$ cat src/rtl/crc7_pkg.sv
// Shared definitions for the serial SD-card CRC7 generator.
//   CRC7_POLY   : generator taps for x^7 + x^3 + 1 (x^7 implicit)
//   CRC7_DATA_W : SD command frame length in bits
//   crc7_state_e: controller states
//   crc7_next() : one-bit MSB-first CRC7 update
package crc7_pkg;

  localparam logic [6:0]  CRC7_POLY   = 7'h09;
  localparam int unsigned CRC7_DATA_W = 40;

  typedef enum logic [1:0] {
    StIdle,
    StShift,
    StDone
  } crc7_state_e;

  // Feedback is the incoming message bit XOR the CRC MSB; on feedback the taps are folded in.
  function automatic logic [6:0] crc7_next(input logic [6:0] crc, input logic din,
                                           input logic [6:0] poly);
    logic fb;
    fb = din ^ crc[6];
    return {crc[5:0], 1'b0} ^ (fb ? poly : 7'h00);
  endfunction

endpackage

$ cat src/rtl/crc7_step.sv
// Combinational single-bit CRC7 update.
//   crc_in  : current CRC register value
//   bit_in  : next message bit (MSB-first)
//   crc_out : CRC after absorbing bit_in
module crc7_step
  import crc7_pkg::*;
#(
  parameter logic [6:0] Poly = CRC7_POLY
) (
  input  logic [6:0] crc_in,
  input  logic       bit_in,
  output logic [6:0] crc_out
);

  always_comb begin
    crc_out = crc7_next(crc_in, bit_in, Poly);
  end

endmodule

$ cat src/rtl/crc_7.sv
// Serial CRC7 generator for SD-card command frames, one message bit per clock.
//   CLK    : system clock, rising edge
//   RST    : synchronous active-high reset, overrides Enable
//   Enable : level request; rising in idle loads data_i and starts, low aborts / returns to idle
//   data_i : message, MSB first, sampled only on the load edge
//   CRC    : CRC7 result, valid while done is high
//   done   : registered completion flag
module crc_7
  import crc7_pkg::*;
#(
  parameter int unsigned DATA_W = CRC7_DATA_W,
  parameter logic [6:0]  POLY   = CRC7_POLY
) (
  input  logic              CLK,
  input  logic              RST,
  input  logic              Enable,
  input  logic [DATA_W-1:0] data_i,
  output logic [6:0]        CRC,
  output logic              done
);

  localparam int unsigned     CntW    = (DATA_W > 1) ? $clog2(DATA_W) : 1;
  localparam logic [CntW-1:0] CntLast = CntW'(DATA_W - 1);

  crc7_state_e       state_q, state_d;
  logic [DATA_W-1:0] shreg_q, shreg_d;
  logic [6:0]        crc_q, crc_d;
  logic [CntW-1:0]   cnt_q, cnt_d;
  logic              done_q, done_d;
  logic [6:0]        crc_step;

  crc7_step #(
    .Poly (POLY)
  ) u_step (
    .crc_in  (crc_q),
    .bit_in  (shreg_q[DATA_W-1]),
    .crc_out (crc_step)
  );

  // State register and datapath flops.
  always_ff @(posedge CLK) begin
    if (RST) begin
      state_q <= StIdle;
      shreg_q <= '0;
      crc_q   <= '0;
      cnt_q   <= '0;
      done_q  <= 1'b0;
    end else begin
      state_q <= state_d;
      shreg_q <= shreg_d;
      crc_q   <= crc_d;
      cnt_q   <= cnt_d;
      done_q  <= done_d;
    end
  end

  // Next-state logic.
  always_comb begin
    state_d = state_q;
    unique case (state_q)
      StIdle:  if (Enable) state_d = StShift;
      StShift: begin
        if (!Enable) begin
          state_d = StIdle;
        end else if (cnt_q == CntLast) begin
          state_d = StDone;
        end
      end
      StDone:  if (!Enable) state_d = StIdle;
      default: state_d = StIdle;
    endcase
  end

  // Datapath and output next values.
  always_comb begin
    shreg_d = shreg_q;
    crc_d   = crc_q;
    cnt_d   = cnt_q;
    // done rises one edge after entering StDone and falls on the edge Enable is seen low.
    done_d  = (state_q == StDone) && Enable;
    unique case (state_q)
      StIdle: begin
        if (Enable) begin
          shreg_d = data_i;
          crc_d   = '0;
          cnt_d   = '0;
        end
      end
      StShift: begin
        // An abort leaves the partial CRC in place; it is not flagged valid.
        if (Enable) begin
          crc_d   = crc_step;
          shreg_d = shreg_q << 1;
          cnt_d   = (cnt_q == CntLast) ? cnt_q : cnt_q + 1'b1;
        end
      end
      default: ;
    endcase
  end

  assign CRC  = crc_q;
  assign done = done_q;

endmodule

$ cat config.mk
export PLATFORM = sky130hd
export DESIGN_NAME = crc_7
export DESIGN_NICKNAME = d
export VERILOG_FILES = /design/src/rtl/crc7_pkg.sv /design/src/rtl/crc7_step.sv /design/src/rtl/crc_7.sv
export SDC_FILE = /design/constraint.sdc
export NUM_CORES = 1
export LEC_CHECK = 0
export CAP_MARGIN = 10
export CORE_ASPECT_RATIO = 0.9
export CORE_MARGIN = 2
export CORE_UTILIZATION = 42
export CTS_BUF_LIST = sky130_fd_sc_hd__clkbuf_4 sky130_fd_sc_hd__clkbuf_8
export DETAILED_ROUTE_END_ITERATION = 6
export GPL_ROUTABILITY_DRIVEN = 0
export PLACE_DENSITY = 0.73
export RECOVER_POWER = 50
export SLEW_MARGIN = 20
export SYNTH_ARGS = -nofsm -noshare
export SYNTH_HDL_FRONTEND = slang
export SYNTH_SLANG_ARGS = --single-unit
$ cat constraint.sdc
create_clock -name CLK -period 3.59 [get_ports CLK]
set_input_delay 0.359 -clock CLK [delete_from_list [all_inputs] [get_ports CLK]]
set_output_delay 0.359 -clock CLK [all_outputs]
set_load 0.05 [all_outputs]
==> results of run 1 <==
==> layout by cell type (no fill, tap or decap), drive strengths merged, types with 2 or more instances in the layout <==
cell,n
nor4,2
nand4,2
inv,3
nor2,43
xnor2,2
clkdlybuf4s50,41
dfxtp,56
nand2,14
xor2,2
a21oi,9
nor3,3
o21ai,2
clkbuf,8
a211oi,39
nand3,7
mux2i,40
dlygate4sd3,8
buf,4
==> logic make-up after synthesis <==
kind of cell / share of synthesized area, %
simple gates: 14.59
fa+ha+maj: 0.5120
xor+xnor: 1.434
compound gates: 15.31
buf+inv: 5.888
mux: 16.38
flops: 45.88
==> registers in the layout, summed over array words and instances, names as in the netlist <==
signal,flops
shreg_q,40
CRC,7
cnt_q,6
state_q,2
done,1
==> power by group through the flow <==
| stage | registers [W] | clock network [W] | logic [W] |
|---|---|---|---|
| after floorplan | 0.000684 | 0 | 0.000106 |
| after global placement | 0.000694 | 0 | 0.000155 |
| after detailed placement | 0.000695 | 0 | 0.000157 |
| after CTS | 0.000681 | 0.000376 | 0.000158 |
| after global routing | 0.000685 | 0.000393 | 0.000173 |
| final | 0.000680 | 0.000359 | 0.000157 |
==> metrics by stage <==
stage                     instance area, um^2  instances
after CTS                                3035        365
after global routing                     3034        365
after global placement                   2938        357
final                                    3034        365
after detailed placement                 2938        357
after floorplan                          2444        256
==> cell usage after synthesis (all sizes together) <==
cell and count:
nand2b 1, mux2i 40, a211oi 39, nor3 3, nand4 2, o2bb2ai 1, and3 1, and4b 1
o31a 1, clkbuf 6, ha 1, or3 1, nor2b 1, dfxtp 56, nor2 43, buf 16
a21oi 9, xnor2 2, o21ai 2, nor4 2, nand3 7, and4 1, xor2 2, inv 3
nand2 14, a31o 1
==> worst paths after layout <==
check | to | cells after the start
setup reg to reg | cnt_q[2] | 4
hold / removal | shreg_q[0] | 2
setup / recovery | cnt_q[2] | 4
hold reg to reg | shreg_q[0] | 2
==> per-layer routing <==
layer / track usage (%) / part of all wire (%) / up-vias / routed length [um]
met2: 21.67 / 42 / 47 / 1975
met5: 0 / 0 / - / 0
met4: 4.762 / 1.0 / 0 / 49
met1: 21.17 / 50 / 831 / 2358
met3: 4.334 / 6.7 / 7 / 314
li1: - / - / 998 / -
==> area by class of cell <==
cell class | instances | area share [%]
Sequential cell | 56 | 36.95
Timing Repair Buffer | 53 | 17.48
Inverter | 3 | 0.3711
Multi-Input combinational cell | 175 | 39.09
Tap cell | 70 | 2.887
Clock buffer | 8 | 3.216
==> worst max-delay path, delay by kind of cell (launching register included) <==
family	cells	cell delay [ns]
DFF	1	1.46
and+or+nand+nor	4	0.97
==> flow_metrics.tcl, run 1 <==
set metrics [dict create \
    status "finished with violations" \
    violations "max-capacitance violations, max-slew violations" \
    port-buffer-count 50 \
    grt_usage_pct 14.86 \
    numCtsBuffers 5 \
    fill_cells 528 \
    drt_wl_total_um 4698 \
    vias_per_cell 5.159 \
    worstHoldStart "shreg_q[0]" \
    p_switching_w 0.0002779 \
    wl_per_cell_um 12.87 \
    p_int_w 0.0009177 \
    finish.utilization_pct 53.60 \
    worst_pin_slew_ns 1.673 \
    fin_crit_sh_pct 69.74 \
    syn-cell-area_um2 2444 \
    num_antenna_cells 0 \
    max_stage_delay_ns 1.46 \
    finalHoldViolations 0 \
    ff_latch_area_um2 1121 \
    syn_nets 300 \
    overflow 0 \
    ys_ff_latch 56 \
    layout_setup_ws_ns 1.086 \
    place_ws_ns 1.353 \
    whs_ns 0.4638 \
    drc 0 \
    p_comb_share_pct 13.1 \
    startpoint "state_q[0]" \
    maxSlewViolCount 34 \
    fp.dieArea_um2 6445 \
    synth_cell_types 31 \
    yosysSeqAreaShare_pct 45.88 \
    cts_tree "done" \
    first_pass_iters 4 \
    rsz0062_at_grt "no" \
    peakVddDrop_uv 200.6 \
    cts_setup_buffers 0 \
    slew_headroom_pct -11.69 \
    clockRootBuffer "clkbuf_8" \
    crit_path_cell_trace "nand2_1, nor4_4, and4b_1, nor3_2" \
    hpwl_um 3076 \
    cp.required_ns 3.82 \
    power_w 0.001196 \
    grt_pass1_vias 1782 \
    fin_crit_ns 2.504 \
    yosys_warnings 0 \
    nets 338 \
    cp.arrival_ns 2.73 \
    max_freq_mhz 399.4 \
    seqPwrFrac_pct 56.9 \
    synth_area_leaders "dfxtp_1 (46%), mux2i_1 (16%), a211oi_1 (12%), nor2_1 (6.6%), buf_2 (2.0%)" \
    cts.path.max_buffers 2 \
    worst_setup_path_end_kind "register" \
    regToRegStartpoint "state_q[0]" \
    num_vias 1883 \
    row_count 26 \
    dieHeight_um 76.36 \
    multi_input_area_um2 1186 \
    p_per_area_nw_per_um2 394.0 \
    cts.clk_slew.worst_paths_ns 0.09 \
    core-area_um2 5660 \
    clock-sinks 56 \
    synth_cells 256 \
    drive_above_1_share_pct 6.102 \
    hold_class "register to register" \
    grt_antenna_before_repair 0 \
    swShare_pct 23.24 \
    r2r_slack_ns 1.09 \
    die_x_um 84.40 \
    p_clk_share_pct 30.0 \
    ctsHtreeMaxLevel 2 \
    skew_ns 0.006204 \
    max-cap-violations 1 \
    setup_viol 0 \
    grt_pass1_wl_um 7948 \
    hold_buffers 0 \
    worstPathMaxFanout 33 \
    area_delta_synth_final_pct 24.17 \
    io_pins 51 \
    initial_core_util_pct 43.17 \
    post_synth.cell_area_avg_um2 9.545 \
    startpoint_type "register" \
    crit_type "register to register" \
    synth_top_area_share_pct 45.88 \
    grt_max_degree 58 \
    synth_top_area_cell "dfxtp_1" \
    postCtsResizedCells 0 \
    crit_path_top_delay_cell "dfxtp_1" \
    ant_nets 0 \
    drt_iter0_drc 83 \
    clock_latency_ns 0.30 \
    total_leakage_power_nw 1.130 \
    finalSetupTns_ns 0 \
]
No activity file was read; power rests on OpenSTA's default activity.
==> run 2: changes to the inputs <==
clock period = 2.58 ns   (was 3.59 ns; I/O delays follow)
==> run 2 against run 1 <==
Effect of this change:
- wire length grew 2.9%
- first-iteration DRC count grew 1.2%
- combinational power grew 44%
- cell area grew 1.9%
- maximum frequency grew 25%
- via count grew 1.0%
- largest cell class unchanged
- flip-flop and latch count is the same
- the flow now finishes without violations
- sequential share of layout area shrank 0.67 points
- hold slack lost 0.085 ns
- clock skew is essentially flat
- die area is the same
- core utilization grew 0.99 points
==> flow_metrics.tcl, run 2 (synthesis gave the netlist of run 1 again) <==
set metrics [dict create \
    p_per_area_nw_per_um2 623.4 \
    clock_latency_ns 0.30 \
    layout.cells.most_common_list "dfxtp_1 (56), clkdlybuf4s50_1 (48), nor2_1 (43)" \
    worstPathMaxFanout 13 \
    clock-sinks 56 \
    core-area_um2 5660 \
    skew_ns 0.006320 \
    cp.arrival_ns 2.22 \
    grt_usage_pct 15.35 \
    peakVddDrop_uv 397.7 \
    drt_iter0_drc 84 \
    cp.required_ns 2.81 \
    worst_setup_path_end_kind "register" \
    clockRootBuffer "clkbuf_8" \
    worst_pin_slew_ns 0.8089 \
    whs_ns 0.3783 \
    rsz0062_at_grt "no" \
    row_count 26 \
    drt_wl_total_um 4833 \
    wl_per_cell_um 13.17 \
    postCtsResizedCells 0 \
    cts_setup_buffers 0 \
    hpwl_um 3266 \
    grt_antenna_before_repair 0 \
    drive_above_1_share_pct 6.061 \
    cts.clk_slew.worst_paths_ns 0.10 \
    cts.path.max_buffers 2 \
    vias_per_cell 5.183 \
    total_leakage_power_nw 1.136 \
    drc 0 \
    maxSlewViolCount 0 \
    layout_commonest_cell "dfxtp_1" \
    die_x_um 84.40 \
    multi_input_area_um2 1166 \
    fp.dieArea_um2 6445 \
    finalSetupTns_ns 0 \
    max-cap-violations 0 \
    grt_pass1_wl_um 8238 \
    num_antenna_cells 0 \
    slew_headroom_pct 45.57 \
    nets 340 \
    dieHeight_um 76.36 \
    finalHoldViolations 0 \
    num_vias 1902 \
    initial_core_util_pct 43.17 \
    fill_cells 530 \
    ctsHtreeMaxLevel 2 \
    overflow 0 \
    startpoint_type "register" \
    layout_setup_ws_ns 0.5820 \
    cts_tree "done" \
    place_ws_ns 0.5795 \
    top_register "shreg_q" \
    fin_crit_ns 1.998 \
    status "completed" \
    crit_type "register to register" \
    hold_class "input pin to register" \
    hold_buffers 0 \
    grt_max_degree 45 \
    ff_latch_area_um2 1121 \
    numCtsBuffers 5 \
    first_pass_iters 4 \
    max_freq_mhz 500.5 \
    fin_crit_sh_pct 77.44 \
    largest_reg_flops 40 \
    grt_pass1_vias 1848 \
    port-buffer-count 50 \
    finish.utilization_pct 54.60 \
    area_delta_synth_final_pct 26.47 \
    setup_viol 0 \
    ant_nets 0 \
    io_pins 51 \
]
==> run 2: stage by stage <==
step | power (W) | area (um^2) | std cells
6_report | 0.001927 | 3090 | 367
5_1_grt | 0.002007 | 3090 | 367
4_1_cts | 0.001945 | 3112 | 367
3_5_place_dp | 0.001187 | 2953 | 359
3_3_place_gp | 0.001184 | 2953 | 359
2_1_floorplan | 0.001099 | 2444 | 256
==> run 2: report_power, final <==
part | total (W) | switching [W] | leakage, nW | internal (W)
Clock | 0.000761 | 0.000276 | 0.0784 | 0.000485
Combinational | 0.000226 | 0.000102 | 0.596 | 0.000124
Sequential | 0.000940 | 0.0000279 | 0.461 | 0.000912
Total | 0.00193 | 0.000406 | 1.14 | 0.00152
==> run 2: worst max-delay path: stages, from the launching register on <==
cell and delay (ns):
dfxtp_1 0.74, nand2_1 0.11, nor4_1 0.64, and4b_1 0.27
nor3_1 0.16
==> run 2: path summary, 6_finish.rpt <==
path	startpoint	to	slack [ns]	cells past startpoint
worst max-delay path	state_q[0]	cnt_q[2]	0.58	4
worst min-delay path	RST	CRC[2]	0.38	2
worst min register to register	shreg_q[0]	shreg_q[0]	0.46	2
worst max register to register	state_q[0]	cnt_q[2]	0.58	4
==> run 2: per-layer routing <==
layer	vias up	track usage [%]	share of wire (%)
met5	-	0	0
met4	0	4.286	0.81
met3	4	3.792	4.7
met2	33	23.65	43
met1	865	21.48	52
li1	1000	-	-
==> run 2: area by class of cell <==
type	instances	area share, %
Inverter	3	0.3644
Multi-Input combinational cell	175	37.73
Sequential cell	56	36.28
Timing Repair Buffer	55	17.65
Clock inverter	3	2.915
Clock buffer	5	2.227
Tap cell	70	2.834
==> run 3: changes to the inputs <==
clock period = 1.9 ns   (was 2.58 ns; I/O delays follow)
==> run 3 against run 2 <==
Effect of this change:
- wire length increased by 2.1%
- clock power decreased by 14%
- first-iteration DRC count increased by 14%
- sequential share of layout area increased by 0.52 points
- core utilization decreased by 0.77 points
- hold slack got worse by 0.13 ns
- critical endpoint is now state_q[1]
- highest routed layer unchanged
==> flow_metrics.tcl, run 3 (synthesis gave the netlist of run 1 again) <==
set metrics [dict create \
    top_register "shreg_q" \
    worst_setup_path_end_kind "register" \
    finalSetupTns_ns 0 \
    fp.dieArea_um2 6445 \
    wl_per_cell_um 13.33 \
    ctsHtreeMaxLevel 2 \
    cts_setup_buffers 0 \
    maxSlewViolCount 0 \
    rsz0062_at_grt "no" \
    setup_viol 0 \
    drc 0 \
    worstPathMaxFanout 38 \
    io_pins 51 \
    clock-sinks 56 \
    num_vias 1919 \
    grt_usage_pct 15.84 \
    vias_per_cell 5.186 \
    grt_antenna_before_repair 0 \
    startpoint_type "register" \
    cts.clk_slew.worst_paths_ns 0.10 \
    area_delta_synth_final_pct 24.68 \
    path_buf_inv 2 \
    crit_type "register to register" \
    total_leakage_power_nw 1.109 \
    dieHeight_um 76.36 \
    slew_headroom_pct 57.60 \
    first_pass_iters 4 \
    cp_top_family "buffers and inverters" \
    layout_setup_ws_ns 0.1680 \
    peakVddDrop_uv 481.0 \
    p_per_area_nw_per_um2 735.6 \
    postCtsResizedCells 0 \
    crit_path_top_delay_cell "clkbuf_4" \
    drt_wl_total_um 4933 \
    layout_commonest_cell "dfxtp_1" \
    status "completed" \
    finalHoldViolations 0 \
    drt_iter0_drc 96 \
    port-buffer-count 50 \
    crit_path_cell_trace "clkbuf_4, inv_1, and4_1, a31o_2" \
    grt_pass1_wl_um 8473 \
    clockRootBuffer "clkbuf_8" \
    fin_crit_sh_pct 91.16 \
    clock_latency_ns 0.30 \
    fill_cells 543 \
    numCtsBuffers 5 \
    grt_max_degree 51 \
    cp.arrival_ns 1.93 \
    num_antenna_cells 0 \
    hpwl_um 3255 \
    initial_core_util_pct 43.17 \
    layout.cells.most_common_list "dfxtp_1 (56), clkdlybuf4s50_1 (48), nor2_1 (43)" \
    hold_class "input pin to register" \
    grt_pass1_vias 1866 \
    max-cap-violations 0 \
    skew_ns 0.01159 \
    row_count 26 \
    max_stage_delay_ns 0.57 \
    overflow 0 \
    cp.required_ns 2.10 \
    fin_crit_ns 1.732 \
    drive_above_1_share_pct 7.000 \
    worst_pin_slew_ns 0.6361 \
    hold_buffers 0 \
    max_freq_mhz 577.4 \
    cts_tree "done" \
    nets 343 \
    core-area_um2 5660 \
    cts.path.max_buffers 2 \
    place_ws_ns 0.2350 \
    die_x_um 84.40 \
    ant_nets 0 \
    power_w 0.002241 \
    largest_reg_flops 40 \
]
-- run 3: power breakdown --
part	switching [W]	total (W)	internal, W
logic	0.000146	0.000317	0.000171
clock network	0.000375	0.000653	0.000277
registers	0.0000329	0.00127	0.00124
total	0.000554	0.00224	0.00169
-- run 3: layout make-up --
type                       count  area, um^2  area share (%)
multi-input combinational    175        1170           38.40
sequential                    56        1121           36.80
timing repair buffer          58       564.3           18.52
tap                           70       87.58           2.875
clock buffer                   6       76.32           2.505
clock inverter                 2       16.27          0.5339
inverter                       3       11.26          0.3696
-- run 3: metrics by stage --
stage | area [um^2] | instances | hold WS (ns) | util (%)
floorplan | 2444 | 256 | 0.3550 | -
global placement | 2988 | 362 | 0.4450 | 52.79
detailed placement | 2988 | 362 | 0.4490 | 52.79
CTS | 3080 | 370 | 0.2356 | 54.42
global route | 3047 | 370 | 0.2620 | 53.82
finish | 3047 | 370 | 0.2445 | 53.82
-- run 3: metal layers --
metal,wire (um),track usage (%)
met1,2471,22.08
met2,2108,23.73
met3,302,5.092
met4,51,4.286
met5,0,0
-- run 3: final timing paths --
kind,start,endpoint,slack (ns),cells after the start
worst min-delay path,RST,cnt_q[1],0.24,4
worst max register to register,state_q[0],state_q[1],0.17,4
worst min register to register,shreg_q[0],shreg_q[0],0.46,2
worst max-delay path,state_q[0],state_q[1],0.17,4
-- run 3: worst reg2reg max path, delay by kind of cell, from the launching register on --
| kind | cells | cell delay [ns] |
|---|---|---|
| and+or+nand+nor | 1 | 0.25 |
| DFF | 1 | 0.37 |
| buffers and inverters | 2 | 0.80 |
| AOI/OAI and AO/OA | 1 | 0.21 |
